`config.mk`:
```
export PLATFORM = sky130hd
export DESIGN_NAME = serial_chunk_adder
export DESIGN_NICKNAME = d
export VERILOG_FILES = /design/src/rtl/serial_chunk_adder.sv
export SDC_FILE = /design/constraint.sdc
export NUM_CORES = 1
export LEC_CHECK = 0
export BUFFER_PORTS_ARGS = -buffer_cell sky130_fd_sc_hd__buf_2
export CORE_MARGIN = 4
export CORE_UTILIZATION = 57
export CTS_CLUSTER_DIAMETER = 200
export CTS_CLUSTER_SIZE = 10
export DETAILED_ROUTE_END_ITERATION = 7
export PLACE_DENSITY_LB_ADDON = 0.05
export SYNTH_ARGS = -nofsm -noshare
export SYNTH_HDL_FRONTEND = slang
export SYNTH_SLANG_ARGS = --single-unit
export TNS_END_PERCENT = 30
```
`constraint.sdc`:
```
create_clock -name clk -period 7 [get_ports clk]
set_clock_uncertainty 0.05 [all_clocks]
set_input_delay 0.7 -clock clk [delete_from_list [all_inputs] [get_ports clk]]
set_output_delay 0.7 -clock clk [all_outputs]
set_load 0.01 [all_outputs]
```
`src/rtl/serial_chunk_adder.sv`:
```
`default_nettype none
// ============================================================================
// Module   : serial_chunk_adder
// Purpose  : Multi-cycle add/subtract of two WIDTH-bit operands. Each clock
//            processes CHUNK bits through one narrow ripple chain, and a
//            registered carry links consecutive chunks. Valid/ready handshakes
//            are used on both the operand side and the result side.
// Revision : 1.0 - initial release
// ============================================================================
module serial_chunk_adder #(
   parameter int WIDTH = 8,
   parameter int CHUNK = 4
) (
   input  logic             clk,
   input  logic             rst_n,
   input  logic             in_valid,
   output logic             in_ready,
   input  logic [WIDTH-1:0] a,
   input  logic [WIDTH-1:0] b,
   input  logic             cin,
   input  logic             sub,
   output logic             out_valid,
   input  logic             out_ready,
   output logic [WIDTH-1:0] sum,
   output logic             cout,
   output logic             ovf,
   output logic             zero
);

   // Number of chunk steps per operation, and the step counter width
   // (kept at least one bit wide so that STEPS=1 still has a legal counter).
   localparam int C_STEPS  = WIDTH / CHUNK;
   localparam int C_STEP_W = (C_STEPS > 1) ? $clog2(C_STEPS) : 1;
   localparam logic [C_STEP_W-1:0] C_LAST_STEP = C_STEP_W'(C_STEPS - 1);

   localparam logic [1:0] C_IDLE = 2'd0;
   localparam logic [1:0] C_RUN  = 2'd1;
   localparam logic [1:0] C_DONE = 2'd2;

   logic [1:0]          r_state;
   logic [1:0]          w_next_state;

   // Operand A and the effective operand B (already inverted for subtract).
   logic [WIDTH-1:0]    r_a;
   logic [WIDTH-1:0]    r_b;
   logic                r_carry;
   logic [C_STEP_W-1:0] r_step;

   logic [WIDTH-1:0]    r_sum;
   logic                r_cout;
   logic                r_ovf;
   logic                r_zero;

   logic                w_accept;
   logic                w_last;
   logic [CHUNK-1:0]    w_a_chunk;
   logic [CHUNK-1:0]    w_b_chunk;
   logic [CHUNK:0]      w_chunk_full;
   logic [CHUNK-1:0]    w_s;
   logic                w_c;
   logic [WIDTH-1:0]    w_new_sum;

   assign w_accept = (r_state == C_IDLE) && in_valid;
   assign w_last   = (r_step == C_LAST_STEP);

   // State register: reset drops any operation in flight.
   always_ff @(posedge clk or negedge rst_n) begin
      if (!rst_n) begin
         r_state <= C_IDLE;
      end else begin
         r_state <= w_next_state;
      end
   end

   // Next-state logic: IDLE -> RUN on accept, RUN -> DONE after the last
   // chunk, and DONE -> IDLE when the consumer takes the result.
   always_comb begin
      w_next_state = r_state;
      case (r_state)
         C_IDLE: begin
            if (in_valid) begin
               w_next_state = C_RUN;
            end
         end
         C_RUN: begin
            if (w_last) begin
               w_next_state = C_DONE;
            end
         end
         C_DONE: begin
            if (out_ready) begin
               w_next_state = C_IDLE;
            end
         end
         default: begin
            w_next_state = C_IDLE;
         end
      endcase
   end

   // Handshake outputs are decoded straight from the state register.
   always_comb begin
      in_ready  = 1'b0;
      out_valid = 1'b0;
      case (r_state)
         C_IDLE:  in_ready  = 1'b1;
         C_DONE:  out_valid = 1'b1;
         default: begin
            in_ready  = 1'b0;
            out_valid = 1'b0;
         end
      endcase
   end

   // Select the operand chunk addressed by the step counter.
   always_comb begin
      w_a_chunk = '0;
      w_b_chunk = '0;
      for (int i = 0; i < C_STEPS; i++) begin
         if (r_step == C_STEP_W'(i)) begin
            w_a_chunk = r_a[i*CHUNK +: CHUNK];
            w_b_chunk = r_b[i*CHUNK +: CHUNK];
         end
      end
   end

   // The single narrow ripple chain shared by every step.
   assign w_chunk_full = {1'b0, w_a_chunk} + {1'b0, w_b_chunk} + {{CHUNK{1'b0}}, r_carry};
   assign w_s          = w_chunk_full[CHUNK-1:0];
   assign w_c          = w_chunk_full[CHUNK];

   // Merge the current chunk result into the running sum. This merged value
   // is also what the zero flag inspects on the final step.
   always_comb begin
      w_new_sum = r_sum;
      for (int i = 0; i < C_STEPS; i++) begin
         if (r_step == C_STEP_W'(i)) begin
            w_new_sum[i*CHUNK +: CHUNK] = w_s;
         end
      end
   end

   // Datapath: capture operands on accept, then fold in one chunk per RUN cycle.
   always_ff @(posedge clk or negedge rst_n) begin
      if (!rst_n) begin
         r_a     <= '0;
         r_b     <= '0;
         r_carry <= 1'b0;
         r_step  <= '0;
         r_sum   <= '0;
         r_cout  <= 1'b0;
         r_ovf   <= 1'b0;
         r_zero  <= 1'b0;
      end else if (w_accept) begin
         r_a     <= a;
         r_b     <= sub ? ~b : b;
         r_carry <= sub ? 1'b1 : cin;
         r_step  <= '0;
         r_sum   <= '0;
         r_cout  <= 1'b0;
         r_ovf   <= 1'b0;
         r_zero  <= 1'b0;
      end else if (r_state == C_RUN) begin
         r_sum   <= w_new_sum;
         r_carry <= w_c;
         if (w_last) begin
            r_cout <= w_c;
            // Signed overflow: the operands agree in sign but the result does not.
            r_ovf  <= (r_a[WIDTH-1] == r_b[WIDTH-1]) && (w_s[CHUNK-1] != r_a[WIDTH-1]);
            r_zero <= (w_new_sum == '0);
         end else begin
            r_step <= r_step + C_STEP_W'(1);
         end
      end
   end

   assign sum  = r_sum;
   assign cout = r_cout;
   assign ovf  = r_ovf;
   assign zero = r_zero;

endmodule
`default_nettype wire

```
# Word-level counts from Yosys, hierarchy flattened
# Index checks and enable logic that the tools add are counted.
[totals]
register_bits = 31
input_bits = 22
output_inout_bits = 13
wordCells = 56
[op_classes]
addsub = 3
n_eq_ne = 7
muxes = 28
n_bitwise = 1
reduce_logical = 8
[ops]
columns = ["cell", "count"]
rows = [
  ["2-to-1 mux 8 bit", 3],
  ["2-to-1 mux 1 bit", 17],
  ["2-to-1 mux 4 bit", 4],
  ["logical NOT 8 bit", 1],
  ["inverter 8 bit", 1],
  ["2-to-1 mux 2 bit", 3],
  ["inequality test 2 bit, second input constant", 3],
  ["one-hot mux 2 bit (3 select lines)", 1],
  ["adder 4 x 4 -> 5 bit", 1],
  ["adder 5 x 1 -> 5 bit", 1],
  ["nonzero test 2 bit", 2],
  ["AND reduction 3 bit", 1],
  ["equality test 2 x 1 -> 1 bit, second input constant", 1],
  ["equality test 2 bit, second input constant", 1],
  ["logical AND 1 bit", 2],
  ["logical NOT 2 bit", 1],
  ["AND reduction 2 bit", 1],
  ["adder 1 bit, second input constant", 1],
  ["equality test 1 bit", 1],
  ["inequality test 1 bit", 1],
]

# Longest topological paths before layout
# Gate-level depths: netlist of the first run.
[logic_depth]
word_depth = 8
mapped_depth = 8
depth_no_buf = 7

# Worst setup path before layout of the first run
# No wires, ideal clock.
[synth_path]
path_kind = "register to register"
from = "reg r_step"
to = "reg r_zero, in the netlist zero"
setup_time_ps = 83
t_arrival_ps = 2143
required_ps = 6867
slack_ps = 4724
path_stages_with_launch = 9
path_buffers = 1
synth_period_minus_slack_ps = 2276
path_cell_list = "dfrtp_1 -> buf_2 -> mux2i_1 -> fa_1 -> inv_1 -> fa_1 -> nor4b_1 -> nand4_1 -> o21ai_0"
[synth_via]
elab_chain_cells = 8
elab_cells_between_ends = 12
cone_classes = "add/sub: 2; mux: 7; reduce/logical: 3"
[synth_lines]
columns = ["item", "line", "source"]
rows = [
  ["start: declaration", "47", "logic [C_STEP_W-1:0] r_step;"],
  ["start signal: assignment", "172", "r_step <= r_step + C_STEP_W'(1);"],
  ["2-to-1 mux 4 bit", "120", "if (r_step == C_STEP_W'(i)) begin"],
  ["adder 4 x 4 -> 5 bit", "128", "assign w_chunk_full = {1'b0, w_a_chunk} + {1'b0, w_b_chunk} + {{CHUNK{1'b0}}, r_carry};"],
  ["adder 5 x 1 -> 5 bit", "128", ""],
  ["2-to-1 mux 4 bit", "137", "if (r_step == C_STEP_W'(i)) begin"],
  ["logical NOT 8 bit", "170", "r_zero <= (w_new_sum == '0);"],
  ["2-to-1 mux 1 bit", "166", "if (w_last) begin"],
  ["2-to-1 mux 1 bit", "163", "end else if (r_state == C_RUN) begin"],
  ["2-to-1 mux 1 bit", "154", "end else if (w_accept) begin"],
  ["end signal: assignment", "170", ""],
  ["end: declaration", "52", "logic r_zero;"],
]
# Several ways; a longest one is shown, not always the timed one. The select of a mux whose other input is x is not followed.
# A chain may end at the register's enable or synchronous reset.

# Worst setup path after layout of the first run
# Same ends and word-level chain as after synthesis.

==> results of run 1 <==
-- how the worst min path moves through the flow --
stage / start / end / slack, ns / cells after the start
2_1_floorplan: rst_n / cout / 0.35 / 0
3_3_place_gp: ovf / ovf / 0.41 / 2
3_5_place_dp: ovf / ovf / 0.42 / 2
4_1_cts: rst_n / r_a[5] / 0.35 / 1
5_1_grt: rst_n / r_b[5] / 0.38 / 1
6_report: rst_n / r_a[5] / 0.34 / 1
-- placed cells by master, fill, tap and decap left out, types with 2 or more instances in the layout --
| cell | count |
|---|---|
| nor2_1 | 11 |
| a21oi_1 | 10 |
| mux2_2 | 14 |
| a22o_1 | 4 |
| mux2i_1 | 2 |
| fa_1 | 2 |
| nand3b_1 | 2 |
| o21ai_0 | 6 |
| nand2_1 | 9 |
| dfrtp_1 | 31 |
| buf_2 | 34 |
| o31ai_1 | 2 |
| o211ai_1 | 2 |
| xnor2_1 | 9 |
| ha_1 | 3 |
| clkbuf_4 | 5 |
| inv_1 | 5 |
| a21o_1 | 2 |
-- per-stage QoR --
step           power [mW]  cells  hold slack [ns]
6_report            0.964    202            0.341
5_1_grt              1.04    202            0.375
4_1_cts             0.970    202            0.352
3_5_place_dp        0.825    194            0.417
3_3_place_gp        0.804    194            0.413
2_1_floorplan       0.706    136            0.354
-- critical path, cell delays in order, from the launching register on --
cell	delay, ns
dfrtp_1	0.68
mux2i_1	0.21
fa_1	0.43
inv_1	0.08
fa_1	0.45
nor4b_1	0.32
nand4_1	0.12
o21ai_0	0.16
-- final cells by class --
type | instances | area, um^2
well taps | 30 | 37.5
clock buffers | 6 | 51.3
flip-flops and latches | 31 | 776
repair buffers | 34 | 170
clock inverters | 2 | 35.0
multi-input cells | 94 | 734
inverters | 5 | 18.8
fillers | 207 | 722
-- power by group --
part | leakage (nW) | switching [mW] | internal [mW]
clock network | 0.0482 | 0.0594 | 0.0843
logic | 0.453 | 0.263 | 0.236
registers | 0.376 | 0.0629 | 0.258
total | 0.877 | 0.386 | 0.579
-- sequential cells by signal, indices dropped and copies added, names as in the netlist --
name,cells
zero,1
cout,1
r_step,1
r_a,8
r_state,2
r_b,8
r_carry,1
ovf,1
sum,8
-- cell families (layout without fill, tap and decap cells) --
group                    count (synthesis)  in the layout  synth area share
multiplexers                            16             16             0.113
AND/OR/NAND/NOR                         35             35             0.126
XOR/XNOR                                10             10            0.0557
flip-flops                              31             31             0.494
AO/OA/AOI/OAI                           28             28             0.119
adder cells (fa/ha/maj)                  5              5            0.0494
buffers and inverters                   11             47            0.0430
-- layer usage --
metal	track usage	routed length (um)	vias up
li1	-	-	546
met1	0.209	1240	545
met2	0.313	1410	30
met3	0.0638	190	6
met4	0.0743	51	0
met5	0	0	-
==> results.md, run 1 <==
- Status: completed
- Lkg Pwr: 0.877 nW
- Initial Util: 0.618
- CTS tree: yes
- Final setup fails: 0
- Total CTS buffers: 5
- Design Area, Final: 1820 um^2
- IO Count: 35
- Avg WL per Cell: 14.3 um
- Most used DFF post-synth: dfrtp_1
- Minimum clock period: 2.56 ns
- Synth Instances: 136
- Number of synthesized register bits: 31
- Avg Inst Size Synth: 11.6 um^2
- Worst hold path type: in -> async
- Max cap viols: 0
- # H-tree levels: 2
- Cts hold-fix bufs: 0
- DR DRC count: 0
- Setup bufs post-CTS: 0
- Total global-route track usage: 0.183
- Post-Route WL: 2890 um
- Fin util: 0.716
- Die area: 3660 um^2
- Layout area overhead: 16.0%
- N_diodes: 0
- Crit path launch type: register
- Skew-Pair Late Insertion Delay: 0.33 ns
- Share of post-route cells with drive strength above 1: 0.360
- Clock-pin slew on the worst setup and hold paths: 0.09 ns
- CTS sink cnt: 31
- Number of enable flip-flop cells after synthesis: 0
- Largest net degree at the start of global routing: 32
- VDD IR-drop max: 344 uV
- Vias per inst: 5.58
- PortBufs: 34
- Setup_tns: 0 ns
- TritonRoute pass-1 iters: 4
- CTS resizes: 0
- Pwr dens: 529 nW/um^2
- Top-count cell post-synth: dfrtp_1
- Vias: 1127
- Worst reg2reg path endpoint: zero
- Mapped cell area: 1570 um^2
- Critical Setup Path Class: reg -> reg
- Arrival time worst endpoint: 2.77 ns
- Area after DPL: 1740 um^2
- Fmax: 0.391 GHz
- Routed Antenna Nets: 0
- CP required: 7.21 ns
- Worst reg-to-reg setup slack: 4.44 ns
- Slew margin rel.: 0.189
- Vias in the first global route: 1116
- Die W: 60.5 um
- Pins over their slew limit: 0
- Place WS: 4.47 ns
- Die height: 60.5 um
- Nets: 198
- Initial drt markers: 47
- RSZ-0062 raised after global routing: no
- Cell taking the most area after synthesis: dfrtp_1
- Tcrit/Tclk final: 0.366
- Hold Violations, Final: 0
- Worst setup endpoint: zero
- Worst-Margin Slew: 1.22 ns
- Congestion Overflow GR: 0
- Rows: 18
- Core Area: 2540 um^2
- Critical path capture point type: register
- Sequential fraction of the synthesis area: 0.494
- CP max FO: 14
- Start of the worst register-to-register path: r_step
- Initial antenna violation count: 0
- Final WS setup: 4.44 ns
- Cell variety after synth: 35
- Gpl congestion: 0.823
- Synth area leaders: dfrtp_1 49%, mux2_2 10%, xnor2_1 5.0%
- Fraction of registers with async set/reset: 1.00
- DP Wirelength: 2180 um
- Max Buffers Root-to-Sink: 2
- Syn nets: 163
- Yosys top cell area share: 0.494
- First-pass GRT wire length: 4860 um
- Root Buffer: clkbuf_4
- Synth cell count leaders: 31 x dfrtp_1, 14 x mux2_2, 11 x nor2_1, 10 x a21oi_1
- Critical Path Start: r_step
- Warnings, synthesis: 0
- FF-to-FF path depth: 7
(Power assumes the default switching activity.)
==> inputs of run 2 (changes only) <==
Settings changed: CORE_UTILIZATION 57 to 53.
Clock period 7 ns to 2.6 ns, I/O delays scaled along.
==> results.md, run 2 (synthesized netlist as in run 1, its figures left out) <==
- Status: completed
- Gpl congestion: 0.849 (+3.2%)
- Vias per inst: 5.39 (-3.4%)
- IO Count: 35 (unchanged)
- Worst setup endpoint: zero
- Nets: 201 (+1.5%)
- Die height: 62.5 um (+3.2%)
- Design Area, Final: 1810 um^2 (-0.55%)
- Area after DPL: 1750 um^2 (+0.94%)
- Critical Path Start: r_step
- Final WS setup: 0.279 ns (-4.16 ns)
- Final setup fails: 0 (unchanged)
- Setup_tns: 0 ns (unchanged)
- Slowest CP cell: dfrtp_1
- CTS resizes: 0 (unchanged)
- Die W: 62.5 um (+3.2%)
- CP required: 2.81 ns (-4.40 ns)
- Rows: 19 (+1)
- Avg WL per Cell: 14.1 um (-1.3%)
- CTS sink cnt: 31 (unchanged)
- N_diodes: 0 (unchanged)
- FF-to-FF path depth: 7 (unchanged)
- Congestion Overflow GR: 0 (unchanged)
- Max cap viols: 0 (unchanged)
- Minimum clock period: 2.32 ns (-0.239 ns)
- Critical Setup Path Class: reg -> reg
- Start of the worst register-to-register path: r_step
- WP depth: 7 (unchanged)
- Clock-pin slew on the worst setup and hold paths: 0.09 ns (about the same)
- Worst reg-to-reg setup slack: 0.28 ns (-4.16 ns)
- Routed Antenna Nets: 0 (unchanged)
- Post-Route WL: 2910 um (+0.62%)
- Critical path capture point type: register
- Fmax: 0.431 GHz (+10%)
- Worst path top cell family by delay: adder cells
- Initial antenna violation count: 0 (unchanged)
- Largest net degree at the start of global routing: 32 (unchanged)
- Worst hold path type: in -> reg
- Pins over their slew limit: 0 (unchanged)
- Total global-route track usage: 0.168 (-0.0146)
- Slew margin rel.: 0.499 (+0.310)
- PortBufs: 34 (unchanged)
- Place WS: 0.258 ns (-4.21 ns)
- Vias: 1110 (-1.5%)
- Critical Path Max Stage Delay: 0.49 ns (-0.19 ns)
- Core Area: 2810 um^2 (+10%)
- Max Buffers Root-to-Sink: 2 (unchanged)
- First-pass GRT wire length: 5120 um (+5.4%)
- CP max FO: 7 (-7)
- VDD IR-drop max: 661 uV (+92%)
- Buf/Inv on CP: 1 (unchanged)
- RSZ-0062 raised after global routing: no
- Worst-Margin Slew: 0.751 ns (-0.465 ns)
- Tcrit/Tclk final: 0.893 (+0.527)
- Pwr dens: 1370 nW/um^2 (+160%)
- DP Wirelength: 2220 um (+1.6%)
- TritonRoute pass-1 iters: 4 (unchanged)
- Root Buffer: clkbuf_4
- Arrival time worst endpoint: 2.53 ns (-0.24 ns)
- Layout area overhead: 15.4%
- Crit path launch type: register
- Filler cells: 237 (+14%)
- Worst-path cell chain: mux2i_1 > fa_1 > inv_1 > fa_1 > nor4b_1 > nand4_1 > o21ai_0
- DR DRC count: 0 (unchanged)
- Initial drt markers: 45 (-4.3%)
- Initial Util: 0.560 (-0.0573)
- Hold Violations, Final: 0 (unchanged)
- Commonest non-fill, non-tap cell in the layout: buf_2
- Most used cell, CP: fa_1
- Total CTS buffers: 5 (unchanged)
- # H-tree levels: 2 (unchanged)
- Die area: 3900 um^2 (+6.5%)
- Commonest cells after routing, fill and taps aside: 34 x buf_2, 31 x dfrtp_1, 14 x mux2_2
- CTS tree: yes
- Vias in the first global route: 1108 (-0.72%)
- Lkg Pwr: 0.872 nW (-0.57%)
- Skew-Pair Late Insertion Delay: 0.33 ns (about the same)
- Share of post-route cells with drive strength above 1: 0.354 (-0.00618)
- Worst reg2reg path endpoint: zero
run 2: cell count changes in the layout (fill, tap and decap cells not counted), sizes merged:
cell | previous run | this run
dlygate4sd3 | 0 | 1
clkbuf | 6 | 7
bufinv | 1 | 0
buf | 34 | 36
run 2: layout make-up:
class | count | area, um^2 | share of cell area
clock buffer | 7 | 45.0 | 0.0248
clock inverter | 1 | 5.00 | 0.00276
inverter | 5 | 18.8 | 0.0104
multi-input combinational | 94 | 734 | 0.405
sequential | 31 | 776 | 0.428
tap | 31 | 38.8 | 0.0214
timing repair buffer | 37 | 195 | 0.108
run 2: how the worst min path moves through the flow:
| stage | depth (start not counted) | slack (ns) | startpoint | endpoint |
|---|---|---|---|---|
| 2_1_floorplan | 0 | -0.09 | rst_n | cout |
| 3_3_place_gp | 1 | 0.28 | rst_n | r_a[4] |
| 3_5_place_dp | 1 | 0.28 | rst_n | r_a[4] |
| 4_1_cts | 2 | 0.1 | a[3] | r_a[3] |
| 5_1_grt | 2 | 0.09 | a[3] | r_a[3] |
| 6_report | 2 | 0.11 | a[7] | r_a[7] |
run 2: what timing repair did:
| action | in CTS | in global routing |
|---|---|---|
| setup buffers | 0 | 0 |
| hold buffers | 1 | 0 |
| hold endpoints to repair | 31 | 0 |
run 2: layer usage:
metal  up-vias  global-route usage  wire length, um
met5         -                   0                0
met2        26               0.273             1420
li1        553                   -                -
met1       526               0.213             1320
met4         0              0.0661               44
met3         5              0.0468              135
run 2: through the flow:
step,util,instances,hold WS (ns),power [mW]
detailed placement,0.625,197,0.284,2.24
global route,0.646,206,0.0925,2.71
floorplan,-,136,-0.0856,1.90
finish,0.646,206,0.108,2.48
global placement,0.625,197,0.276,2.20
CTS,0.646,206,0.0962,2.50
run 2: power by group:
| part | switching, mW | internal (mW) |
|---|---|---|
| Sequential | 0.158 | 0.695 |
| Clock | 0.156 | 0.105 |
| Combinational | 0.719 | 0.650 |
| Total | 1.03 | 1.45 |
run 2: worst register-to-register path, cell delays in order (launching register included):
cell and delay, ns:
dfrtp_1 0.49, mux2i_1 0.18, fa_1 0.41, inv_1 0.08, fa_1 0.45, nor4b_1 0.32
nand4_1 0.12, o21ai_0 0.15
==> inputs of run 3 (changes only) <==
Settings changed: BUFFER_PORTS_ARGS -buffer_cell sky130_fd_sc_hd__buf_2 to not set, CORE_UTILIZATION 53 to 60, CTS_CLUSTER_DIAMETER 200 to 120, DONT_BUFFER_PORTS set to 1.
==> results.md, run 3 (synthesized netlist as in run 1, its figures left out) <==
- Status: completed
- Initial antenna violation count: 0 (unchanged)
- CTS sink cnt: 31 (unchanged)
- Vias per inst: 5.75 (+6.6%)
- Commonest non-fill, non-tap cell in the layout: dfrtp_1
- # H-tree levels: 2 (unchanged)
- Root Buffer: clkbuf_4
- Critical Path Max Stage Delay: 0.48 ns (about the same)
- Critical path capture point type: register
- Worst-path cell chain: mux2i_1 > fa_1 > inv_1 > fa_1 > nor4b_1 > nand4_1 > o21ai_0
- Final setup fails: 0 (unchanged)
- Rows: 18 (-1)
- Multi-input logic area: 734 um^2 (unchanged)
- Lkg Pwr: 0.738 nW (-15%)
- IO Count: 35 (unchanged)
- Routed Antenna Nets: 0 (unchanged)
- Buf/Inv on CP: 1 (unchanged)
- N_diodes: 0 (unchanged)
- Minimum clock period: 2.35 ns (+0.0288 ns)
- Core Area: 2480 um^2 (-12%)
- CP required: 2.79 ns (-0.02 ns)
- Post-Route WL: 2910 um (-0.14%)
- Avg WL per Cell: 16.8 um (+19%)
- Tcrit/Tclk final: 0.904 (+0.0111)
- Slowest CP cell: dfrtp_2
- TritonRoute pass-1 iters: 4 (unchanged)
- Worst hold path type: in -> reg
- Setup bufs post-CTS: 0 (unchanged)
- Finished Layout Cells: 173 (-16%)
- VDD IR-drop max: 806 uV (+22%)
- Nets: 169 (-16%)
- Max Buffers Root-to-Sink: 2 (unchanged)
- Vias in the first global route: 1026 (-7.4%)
- Skew-Pair Late Insertion Delay: 0.32 ns (about the same)
- Pwr dens: 1460 nW/um^2 (+6.4%)
- Layout area overhead: 6.29%
- Design Area, Final: 1670 um^2 (-7.9%)
- Die W: 59.2 um (-5.2%)
- Commonest cells after routing, fill and taps aside: 30 x dfrtp_1, 14 x mux2_2, 11 x nor2_1
- DP Wirelength: 2180 um (-1.5%)
- Total global-route track usage: 0.193 (+0.0249)
- Clock-pin slew on the worst setup and hold paths: 0.09 ns (about the same)
- M1 WL: 1210 um (-7.8%)
- Max cap viols: 0 (unchanged)
- CTS tree: yes
- Met3 routed WL: 233 um (+73%)
- Total CTS buffers: 5 (unchanged)
- Gpl congestion: 0.810 (-4.6%)
- DR top layer: met4
- Fmax: 0.426 GHz (-1.2%)
- Die area: 3500 um^2 (-10%)
- Crit path launch type: register
- Critical Setup Path Class: reg -> reg
- Placed cell count: 163 (-17%)
- RSZ-0062 raised after global routing: no
- Initial Util: 0.634 (+0.0741)
- Hold Violations, Final: 0 (unchanged)
- Die height: 59.2 um (-5.2%)
- DR DRC count: 0 (unchanged)
- Worst-Margin Slew: 0.456 ns (-0.295 ns)
- Vias: 994 (-10%)
- Share of post-route cells with drive strength above 1: 0.217 (-0.138)
- Filler cells: 208 (-12%)
- Area after DPL: 1590 um^2 (-9.4%)
- Slew margin rel.: 0.696 (+0.197)
- PortBufs: 0 (-100%)
- Most used cell, CP: fa_1
- Worst path top cell family by delay: adder cells
- Pins over their slew limit: 0 (unchanged)
- First-pass GRT wire length: 4890 um (-4.6%)
- Largest net degree at the start of global routing: 32 (unchanged)
- Congestion Overflow GR: 0 (unchanged)
- Arrival time worst endpoint: 2.54 ns (about the same)
- Reg area: 777 um^2 (+0.16%)
- CP max FO: 9 (+2)
- Met2 WL: 1440 um (+1.7%)
- Setup_tns: 0 ns (unchanged)
- Initial drt markers: 34 (-24%)
run 3: changes by cell type in the layout (fill, tap and decap cells not counted), sizes merged:
cell	previous run	this run
buf	36	4
run 3: final cells by class:
class                           instances  share of cell area
Timing Repair Buffer                    5              0.0315
Inverter                                5              0.0112
Clock inverter                          1             0.00300
Sequential cell                        31               0.465
Tap cell                               30              0.0225
Multi-Input combinational cell         94               0.440
Clock buffer                            7              0.0270
run 3: worst reg2reg max path, delay by kind of cell (launching register included):
| family | cells | cell delay [ns] |
|---|---|---|
| AO/OA/AOI/OAI | 1 | 0.17 |
| adder cells (fa/ha/maj) | 2 | 0.86 |
| buffers and inverters | 1 | 0.09 |
| flip-flops | 1 | 0.48 |
| multiplexers | 1 | 0.16 |
| AND/OR/NAND/NOR | 2 | 0.45 |
run 3: repair_timing:
item	in CTS	in global routing
hold buffers	2	0
resized for setup	0	1
endpoints found under the setup margin	0	1
endpoints found under the hold margin	31	0
run 3: worst paths after layout:
path / startpoint / endpoint / slack, ns / cells after the start
setup reg to reg: r_step / zero / 0.25 / 7
min in group asynchronous: rst_n / r_state[1] / 0.32 / 2
hold / removal: a[5] / r_a[5] / 0.03 / 1
hold reg to reg: r_a[5] / r_a[5] / 0.48 / 1
max in group asynchronous: rst_n / r_step / 2.01 / 2
setup / recovery: r_step / zero / 0.25 / 7
run 3: layer usage:
metal	track usage	vias up
met4	0.0583	0
met5	0	-
met2	0.301	37
li1	-	486
met3	0.0893	2
met1	0.240	469
run 3: power by group:
part / internal (mW) / leakage [nW] / switching [mW] / total (mW)
logic: 0.606 / 0.334 / 0.678 / 1.28
clock network: 0.105 / 0.0293 / 0.152 / 0.257
registers: 0.697 / 0.375 / 0.195 / 0.892
total: 1.41 / 0.738 / 1.03 / 2.43
run 3: metrics by stage:
stage	setup slack, ns	utilization	power, mW	hold WS [ns]
floorplan	0.324	-	1.90	-0.0856
global placement	0.330	0.641	2.12	-0.0849
detailed placement	0.244	0.641	2.17	-0.0848
CTS	0.211	0.674	2.44	0.0227
global route	0.0293	0.674	2.66	0.00332
finish	0.250	0.674	2.43	0.0333
